File: src/rtl/reduce_seq_if.sv
// Request/result handshake bundle for reduce_seq: vector + opcode in, 1-bit result out.
interface reduce_seq_if #(
    parameter int WIDTH = 32
);
    logic             in_valid;
    logic             in_ready;
    logic [WIDTH-1:0] in_data;
    logic [1:0]       in_op;
    logic             out_valid;
    logic             out_ready;
    logic             out_result;

    modport master (
        output in_valid, in_data, in_op, out_ready,
        input  in_ready, out_valid, out_result
    );

    modport slave (
        input  in_valid, in_data, in_op, out_ready,
        output in_ready, out_valid, out_result
    );
endinterface

File: src/rtl/reduce_seq.sv
// Sequential AND/OR/XOR/NAND reducer folding CHUNK bits per cycle; latency NCHUNK cycles accept-to-result.
// Single request in flight: in_ready low in RUN/DONE, result held until out_ready. Option: REDUCE_SEQ_EARLY_EXIT_EN.
module reduce_seq #(
    parameter int WIDTH = 32,
    parameter int CHUNK = 4
) (
    input  logic          clk,
    input  logic          rst_n,
    reduce_seq_if.slave   bus
);
    localparam int NCHUNK = (WIDTH + CHUNK - 1) / CHUNK;
    localparam int SW     = NCHUNK * CHUNK;
    localparam int CW     = $clog2(NCHUNK + 1);

    localparam logic [1:0] OP_AND  = 2'b00;
    localparam logic [1:0] OP_OR   = 2'b01;
    localparam logic [1:0] OP_XOR  = 2'b10;
    localparam logic [1:0] OP_NAND = 2'b11;

    typedef enum logic [1:0] {IDLE, RUN, DONE} state_t;

    state_t          state, state_nxt;
    logic [SW-1:0]   shreg;
    logic [SW-1:0]   shreg_init;
    logic [1:0]      op;
    logic            acc;
    logic            acc_nxt;
    logic [CW-1:0]   cnt;
    logic            ident_in;
    logic            last;
    logic            absorb;
    logic            accept;
    logic            in_ready_c;
    logic            out_valid_c;

    // Bits above WIDTH are preloaded with the identity so the last chunk folds as a no-op there.
    always_comb begin
        ident_in   = (bus.in_op == OP_AND) || (bus.in_op == OP_NAND);
        shreg_init = {SW{ident_in}};
        shreg_init[WIDTH-1:0] = bus.in_data;
    end

    always_comb begin
        acc_nxt = acc;
        case (op)
            OP_OR:   acc_nxt = acc | (|shreg[CHUNK-1:0]);
            OP_XOR:  acc_nxt = acc ^ (^shreg[CHUNK-1:0]);
            default: acc_nxt = acc & (&shreg[CHUNK-1:0]);
        endcase
    end

    assign last = (cnt == CW'(NCHUNK - 1));

`ifdef REDUCE_SEQ_EARLY_EXIT_EN
    // Once AND hits 0 or OR hits 1 the remaining chunks cannot change the result.
    always_comb begin
        absorb = 1'b0;
        case (op)
            OP_OR:   absorb = acc_nxt;
            OP_XOR:  absorb = 1'b0;
            default: absorb = ~acc_nxt;
        endcase
    end
`else
    assign absorb = 1'b0;
`endif

    always_ff @(posedge clk or negedge rst_n) begin
        if (!rst_n) begin
            state <= IDLE;
        end else begin
            state <= state_nxt;
        end
    end

    always_comb begin
        state_nxt   = state;
        accept      = 1'b0;
        in_ready_c  = 1'b0;
        out_valid_c = 1'b0;
        case (state)
            IDLE: begin
                in_ready_c = 1'b1;
                if (bus.in_valid) begin
                    accept    = 1'b1;
                    state_nxt = RUN;
                end
            end
            RUN: begin
                if (last || absorb) begin
                    state_nxt = DONE;
                end
            end
            DONE: begin
                out_valid_c = 1'b1;
                if (bus.out_ready) begin
                    state_nxt = IDLE;
                end
            end
            default: state_nxt = IDLE;
        endcase
    end

    always_ff @(posedge clk or negedge rst_n) begin
        if (!rst_n) begin
            shreg <= '0;
            op    <= OP_AND;
            acc   <= 1'b0;
            cnt   <= '0;
        end else if (accept) begin
            shreg <= shreg_init;
            op    <= bus.in_op;
            acc   <= ident_in;
            cnt   <= '0;
        end else if (state == RUN) begin
            shreg <= shreg >> CHUNK;
            acc   <= acc_nxt;
            cnt   <= cnt + CW'(1);
        end
    end

    assign bus.in_ready   = in_ready_c;
    assign bus.out_valid  = out_valid_c;
    // NAND is accumulated as AND and only inverted at the output.
    assign bus.out_result = out_valid_c & (acc ^ (op == OP_NAND));

endmodule
File: src/flat_wrapper.sv
// flat-port wrapper written by rule: the top's interface ports become plain ports
module reduce_seq_flat 
#(
    parameter int WIDTH = 32,
    parameter int CHUNK = 4
)
  (clk, rst_n, bus_in_valid, bus_in_data, bus_in_op, bus_out_ready, bus_in_ready, bus_out_valid, bus_out_result);
  reduce_seq_if #(.WIDTH(WIDTH)) bus_i ();
  input  logic clk;
  input  logic rst_n;
  input wire logic [$bits(bus_i.in_valid)-1:0] bus_in_valid;
  input wire logic [$bits(bus_i.in_data)-1:0] bus_in_data;
  input wire logic [$bits(bus_i.in_op)-1:0] bus_in_op;
  input wire logic [$bits(bus_i.out_ready)-1:0] bus_out_ready;
  output wire logic [$bits(bus_i.in_ready)-1:0] bus_in_ready;
  output wire logic [$bits(bus_i.out_valid)-1:0] bus_out_valid;
  output wire logic [$bits(bus_i.out_result)-1:0] bus_out_result;
  assign bus_i.in_valid = bus_in_valid;
  assign bus_i.in_data = bus_in_data;
  assign bus_i.in_op = bus_in_op;
  assign bus_i.out_ready = bus_out_ready;
  assign bus_in_ready = bus_i.in_ready;
  assign bus_out_valid = bus_i.out_valid;
  assign bus_out_result = bus_i.out_result;
  reduce_seq #(.WIDTH(WIDTH), .CHUNK(CHUNK)) u_core (.clk(clk), .rst_n(rst_n), .bus(bus_i));
endmodule
File: config.mk
export PLATFORM = sky130hd
export DESIGN_NAME = reduce_seq_flat
export DESIGN_NICKNAME = d
export VERILOG_FILES = /design/src/rtl/reduce_seq_if.sv /design/src/rtl/reduce_seq.sv /design/src/flat_wrapper.sv
export SDC_FILE = /design/constraint.sdc
export NUM_CORES = 1
export LEC_CHECK = 0
export BUFFER_PORTS_ARGS = -buffer_cell sky130_fd_sc_hd__buf_2
export CORE_ASPECT_RATIO = 2
export CORE_MARGIN = 5
export CORE_UTILIZATION = 51
export CTS_BUF_LIST = sky130_fd_sc_hd__clkbuf_2 sky130_fd_sc_hd__clkbuf_4 sky130_fd_sc_hd__clkbuf_8
export DETAILED_ROUTE_END_ITERATION = 7
export PLACE_DENSITY = 0.84
export SYNTH_ARGS = -nofsm -noshare
export SYNTH_HDL_FRONTEND = slang
export SYNTH_SLANG_ARGS = --single-unit
File: constraint.sdc
create_clock -name clk -period 1.35 [get_ports clk]
set_clock_uncertainty 0.1 [all_clocks]
set_input_delay 0.135 -clock clk [delete_from_list [all_inputs] [get_ports clk]]
set_output_delay 0.135 -clock clk [all_outputs]
set_load 0.02 [all_outputs]
==> out/metrics.csv, run 1 <==
stage,metric,value,unit
sta,clock.fmax,0.6107,GHz
logic_synthesis,synth_top_area_share,52.00,%
floorplan,row_count,32,
floorplan,ioPinCount,41,
route,vias,2249,
route,met3WireLength,897,um
logic_synthesis,synthArstFlopShare,100.0,%
setup_path,cp_num_cells,5,
floorplan,initial_core_util,51.87,%
setup_path,worstRegToRegCells,6,
setup_path,r2r_end,u_core.shreg[14],
route,ant_nets,0,
logic_synthesis,synth-edff-count,0,
floorplan,die_w,53.98,um
setup_path,cp-endpoint,bus_out_result,
logic_synthesis,synth_common_cells,"73 x nand2_1, 41 x dfrtp_1, 28 x a22oi_1",
route,drc,0,
flow_run,drv_cap,0,
layout,final_util,91.35,%
power_and_ir_drop,combPwrFrac,56.0,%
power_and_ir_drop,p_per_area,2107,nW/um^2
logic_synthesis,synth_fp_nets,249,
power_and_ir_drop,switching_share,44.12,%
route,drt_iter0_markers,112,
setup_path,critical_path.cell_chain,buf_6 -> ha_4 -> xnor2_1 -> nor2_1 -> buf_4,
run_status,status,"finished, violations left",
power_and_ir_drop,internal_power,4091,uW
setup_path,path_class,reg2out,
floorplan,core,3804,um^2
sta,grt_setup_unrepaired,yes,
power_and_ir_drop,power.total,7320,uW
setup_path,startpoint,u_core.op[0],
logic_synthesis,synth.area.top_cells,"dfrtp_1 52%, nand2_1 14%, a22oi_1 11%",
layout,drive_gt1_share,54.66,%
sta,slew_viol_final,0,
clock_tree,clock_path_buffers,2,
clock_tree,cts.sinks,41,
setup_path,r2r_slack,-0.24,ns
global_route,grt_pass1_vias,2227,
global_route,overflow,0,
sta,hold_violations,0,
clock_tree,cts_tree,yes,
logic_synthesis,synthCells,203,
route,wl_met1,3.178,mm
run_status,failed_checks,setup timing,
power_and_ir_drop,power_frac_clock,11.5,%
place,place.gp.congestion,0.8245,
place,dpl_cell_area,2290,um^2
floorplan,fp.dieH,97.97,um
clock_tree,clk_latency,0.31,ns
power_and_ir_drop,switchingPower,3229,uW
route,routed_wl,9.699,mm
setup_path,crit_path_end_kind,output port,
logic_synthesis,synth_flop_cell,dfrtp_1,
global_route,grt_max_degree,18,
logic_synthesis,synth_most_common_cell,nand2_1,
route,wl_per_cell,26.79,um
place,portBuffers,40,
setup_path,arrival,1.40,ns
global_route,grt_pass1_wl,11.14,mm
route,via_per_inst,6.213,
power_and_ir_drop,peakVddDrop,1.641,mV
place,hpwl,3.325,mm
sta,slew_headroom,70.10,%
logic_synthesis,syn_area,1973,um^2
sta,layout_setup_ws,-0.2875,ns
logic_synthesis,yosys_warnings,0,
setup_path,crit_path_start_kind,flip-flop,
setup_path,crit_path_max_incr_delay,0.41,ns
layout,stdcell_area,3475,um^2
place,dp_cells,297,
clock_tree,numCtsBuffers,5,
clock_tree,root_buffer,clkbuf_8,
layout,fin_cells,362,
clock_tree,htreeDepth,2,
route,firstDrtPassIters,4,
clock_tree,clkTransAtPathRegs,0.09,ns
layout,syn2layout_area_growth,76.09,%
sta,hold_ws,0.01259,ns
setup_path,r2r_start,u_core.state[0],
layout,antennaDiodeCount,0,
sta,period_needed,1.637,ns
logic_synthesis,synth_largest_area_cell,dfrtp_1,
setup_path,crit_slowest_cell,dfrtp_1,
setup_path,critical_path.top_delay_family,flip-flops,
setup_path,cp_num_buf_inv,2,
sta,worst_pin_slew,0.4485,ns
hold_path,hold_path_class,in2reg,
sta,finalCritPeriodShare,121.3,%
route,met2_length,4.853,mm
global_route,grt_use_total,29.57,%
logic_synthesis,synth.ff_latch_count,41,
logic_synthesis,syn_avg_cell_area,9.720,um^2
logic_synthesis,synth_seq_area_share,52.00,%
power_and_ir_drop,power.leakage,0.001764,uW
power_and_ir_drop,seq_power_share,32.6,%
logic_synthesis,ys_types,28,
layout,n_fill_cell,127,
setup_path,cp_max_fo,2,
floorplan,die_area,5288,um^2
layout,nets,356,
route,top_layer,met4,
setup_path,required,1.12,ns
sta,setup_viol,44,
global_route,antenna_found_initial,0,
## logic make-up after synthesis
| group | Yosys count | synth area share, % |
|---|---|---|
| AOI/OAI and AO/OA | 38 | 13.82 |
| adders and majority gates | 8 | 5.073 |
| muxes | 1 | 0.5073 |
| and+or+nand+nor | 92 | 20.29 |
| xor gates and xnor gates | 3 | 2.093 |
| buffers and inverters | 20 | 6.214 |
| DFF | 41 | 52.00 |
## cells in the final DEF, fill, tap and decap left out, types with 3 or more instances in the layout
cell	Yosys	routed
dfrtp_1	41	39
buf_2	2	37
nand2_1	73	34
dlygate4sd3_1	0	32
nand2_2	0	27
a22oi_2	0	17
buf_6	4	15
buf_4	4	15
nand2_4	0	12
a22oi_1	28	11
buf_8	0	7
inv_1	7	5
ha_1	8	5
clkbuf_8	0	5
o21ai_2	0	4
clkbuf_16	0	4
nand3_2	0	3
ha_4	0	3
## sequential cells by signal, summed over array words and instances, names as in the netlist
signal / flops
u_core.op: 2
u_core.acc: 1
u_core.cnt: 4
u_core.shreg: 32
u_core.state: 2
## how the worst min path moves through the flow
stage | from | end | slack (ns) | depth (start not counted)
final | bus_in_op[0] | u_core.op[0] | 0.01 | 3
after global routing | bus_in_op[0] | u_core.op[0] | 0.02 | 3
after detailed placement | rst_n | u_core.acc | -0.01 | 1
after global placement | rst_n | u_core.op[0] | -0.02 | 1
after CTS | bus_in_op[0] | u_core.op[0] | 0.0009 | 3
after floorplan | rst_n | u_core.acc | -0.26 | 0
## final cells by class
class | count | area, um^2 | area share (%)
clock buffer | 5 | 68.82 | 1.981
clock inverter | 3 | 17.52 | 0.5041
inverter | 7 | 26.28 | 0.7562
multi-input combinational | 142 | 1210 | 34.82
sequential | 41 | 1028 | 29.60
tap | 51 | 63.81 | 1.837
timing repair buffer | 113 | 1060 | 30.50
## what timing repair did
item	CTS	global route
hold buffers	32	0
gates cloned	7	3
pin swaps	19	47
gates resized for setup	58	86
endpoints found under the setup margin	16	44
buffers inserted	12	10
hold endpoints to repair	46	0
## power groups by stage
| stage | clock network, uW | logic, uW | registers, uW |
|---|---|---|---|
| global placement | 0 | 1860 | 2080 |
| finish | 839 | 4100 | 2390 |
| CTS | 797 | 3050 | 2100 |
| global route | 850 | 4230 | 2410 |
| detailed placement | 0 | 1930 | 2110 |
| floorplan | 0 | 1420 | 1990 |
## stage by stage
stage | setup slack, ns | TNS, ns
floorplan | -0.02009 | -0.02009
global placement | -0.02250 | -0.03168
detailed placement | -0.06946 | -0.2159
CTS | -0.2018 | -2.810
global route | -0.3163 | -7.626
finish | -0.2875 | -7.273
## worst register-to-register path: stages, from the launching register on
cell and delay (ns):
dfrtp_2 0.44, buf_6 0.14, buf_6 0.12, o21bai_4 0.29, clkbuf_16 0.24, nand2_1 0.08, nand2_1 0.10
## per-layer routing
layer | vias up | GRT usage (%)
met5 | - | 0
met4 | 0 | 16.89
met2 | 179 | 49.25
met3 | 67 | 5.802
li1 | 907 | -
met1 | 1096 | 33.37
Note: power is estimated with default switching activity, not from simulation.
==> run 2: changes to the inputs <==
CORE_ASPECT_RATIO = 1.25   (was 2)
RECOVER_POWER = 50   (was not set)
==> run 2 against run 1 <==
The run still ends with setup timing left. Via count fell by 1.5%. Utilization barely moved. Sequential power fell by 4%. Combinational power fell by 6.3%. Critical endpoint is now u_core.shreg[30]. Largest cell class is now non-clock buffers.
==> out/metrics.csv, run 2 (same netlist as run 1, synthesis figures left out) <==
stage,metric,value,unit
run_status,status,"finished, violations left",
run_status,failed_checks,setup timing,
floorplan,die_area,5221,um^2
setup_path,crit_path_max_incr_delay,0.44,ns
clock_tree,cts_tree,yes,
setup_path,crit_path_start_kind,flip-flop,
power_and_ir_drop,seq_power_share,32.8,%
setup_path,cp_num_buf_inv,3,
global_route,grt_pass1_vias,2168,
place,hpwl,3.114,mm
floorplan,row_count,25,
layout,drive_gt1_share,49.21,%
layout,final_cell_mix,"52 x nand2_1, 39 x dfrtp_1, 36 x dlygate4sd3_1, 36 x buf_2, 25 x a22oi_2",
sta,finalCritPeriodShare,123.9,%
sta,grt_setup_unrepaired,yes,
power_and_ir_drop,power.total,6981,uW
clock_tree,numCtsBuffers,5,
floorplan,die_w,65.64,um
route,vias,2215,
sta,hold_violations,0,
route,firstDrtPassIters,5,
layout,largest_reg_flops,32,
setup_path,path_class,reg2reg,
route,via_per_inst,6.239,
floorplan,initial_core_util,52.57,%
floorplan,core,3754,um^2
sta,clock.fmax,0.5979,GHz
power_and_ir_drop,switchingPower,2859,uW
sta,layout_setup_ws,-0.3225,ns
global_route,overflow,0,
global_route,grt_pass1_wl,10.96,mm
route,wl_per_cell,23.95,um
setup_path,cp_max_fo,8,
sta,worst_pin_slew,0.4578,ns
global_route,grt_use_total,28.97,%
layout,largest-register,u_core.shreg,
clock_tree,htreeDepth,2,
route,ant_nets,0,
sta,slew_viol_final,0,
layout,final_common_cell,nand2_1,
setup_path,arrival,1.78,ns
power_and_ir_drop,power_frac_clock,12.1,%
global_route,antenna_found_initial,0,
sta,slew_headroom,69.48,%
setup_path,crit_slowest_cell,or3b_4,
route,routed_wl,8.503,mm
setup_path,critical_path.cell_chain,buf_4 -> buf_6 -> or3b_4 -> buf_4 -> nand3_1 -> nand2_1,
place,place.gp.congestion,0.8063,
layout,syn2layout_area_growth,73.68,%
layout,reg_top3,"u_core.shreg (32), u_core.cnt (4)",
clock_tree,cts.sinks,41,
clock_tree,clkTransAtPathRegs,0.09,ns
sta,setup_viol,43,
setup_path,r2r_slack,-0.32,ns
place,dpl_cell_area,2281,um^2
sta,period_needed,1.673,ns
hold_path,hold_path_class,in2async,
flow_run,drv_cap,0,
global_route,grt_max_degree,26,
power_and_ir_drop,internal_power,4122,uW
floorplan,ioPinCount,41,
clock_tree,root_buffer,clkbuf_8,
layout,stdcell_area,3427,um^2
route,drc,0,
clock_tree,clk_latency,0.32,ns
layout,nets,361,
setup_path,required,1.46,ns
floorplan,fp.dieH,79.54,um
route,drt_iter0_markers,169,
sta,hold_ws,0.1873,ns
setup_path,crit_path_end_kind,flip-flop,
power_and_ir_drop,p_per_area,2037,nW/um^2
layout,antennaDiodeCount,0,
power_and_ir_drop,peakVddDrop,1.587,mV
power_and_ir_drop,combPwrFrac,55.0,%
power_and_ir_drop,power.leakage,0.001697,uW
setup_path,cp_common_cell,buf_4,
place,portBuffers,40,
clock_tree,clock_path_buffers,2,
setup_path,critical_path.top_delay_family,simple AND/OR/NAND/NOR gates,
power_and_ir_drop,switching_share,40.95,%
place,pre_cts_ws,-0.06560,ns
-- run 2: cell types whose count changed in the layout (fill, tap and decap cells not counted), sizes merged --
| cell | delta |
|---|---|
| clkinvlp | -1 |
| clkinv | -1 |
| clkbuf | +2 |
| dlygate4sd3 | +4 |
-- run 2: power by group through the flow --
stage	clock network, uW	logic (uW)	registers (uW)
2_1_floorplan	0	1420	1990
3_3_place_gp	0	1850	2060
3_5_place_dp	0	1930	2100
4_1_cts	837	3010	2120
5_1_grt	903	4040	2330
6_report	848	3840	2290
-- run 2: what timing repair did --
action                                  4_1_cts  5_1_grt
cloned                                        7        4
endpoints found under the hold margin        55        0
resized for setup                            66       51
pin swaps                                    41       36
hold buffers                                 36        0
setup buffers                                16        8
endpoints found under the setup margin       38       43
-- run 2: worst paths after layout --
path / startpoint / to / cells past startpoint
worst max-delay path: u_core.state[0] / u_core.shreg[30] / 6
worst min-delay path: rst_n / u_core.shreg[5] / 2
worst min register to register: u_core.shreg[23] / u_core.shreg[23] / 2
min in group clk: bus_in_valid / u_core.cnt[2] / 4
worst max register to register: u_core.state[0] / u_core.shreg[30] / 6
max in group asynchronous: rst_n / u_core.cnt[0] / 3
-- run 2: cell type report --
type | instances | area [um^2]
timing repair buffer | 118 | 1129
multi-input combinational | 142 | 1109
sequential | 41 | 1028
inverter | 7 | 26.28
clock buffer | 6 | 76.32
fill | 141 | 326.6
clock inverter | 1 | 8.758
tap | 40 | 50.05
-- run 2: worst reg2reg max path: stages, from the launching register on --
cell and delay (ns):
dfrtp_2 0.43, buf_4 0.14, buf_6 0.12, or3b_4 0.44, buf_4 0.16, nand3_1 0.11, nand2_1 0.06
-- run 2: metrics by stage --
step,util (%),std cells,TNS [ns]
CTS,86.60,351,-5.384
floorplan,-,203,-0.02009
global placement,60.77,285,-0.01712
global route,91.30,355,-11.22
finish,91.30,355,-10.16
detailed placement,60.77,285,-0.1418
-- run 2: layer usage --
layer / GRT usage [%] / wire length [um] / part of all wire, %
met2: 48.75 / 4282 / 50
met5: 0 / 0 / 0
met3: 7.746 / 620 / 7.3
met1: 32.81 / 3020 / 36
met4: 15.98 / 580 / 6.8
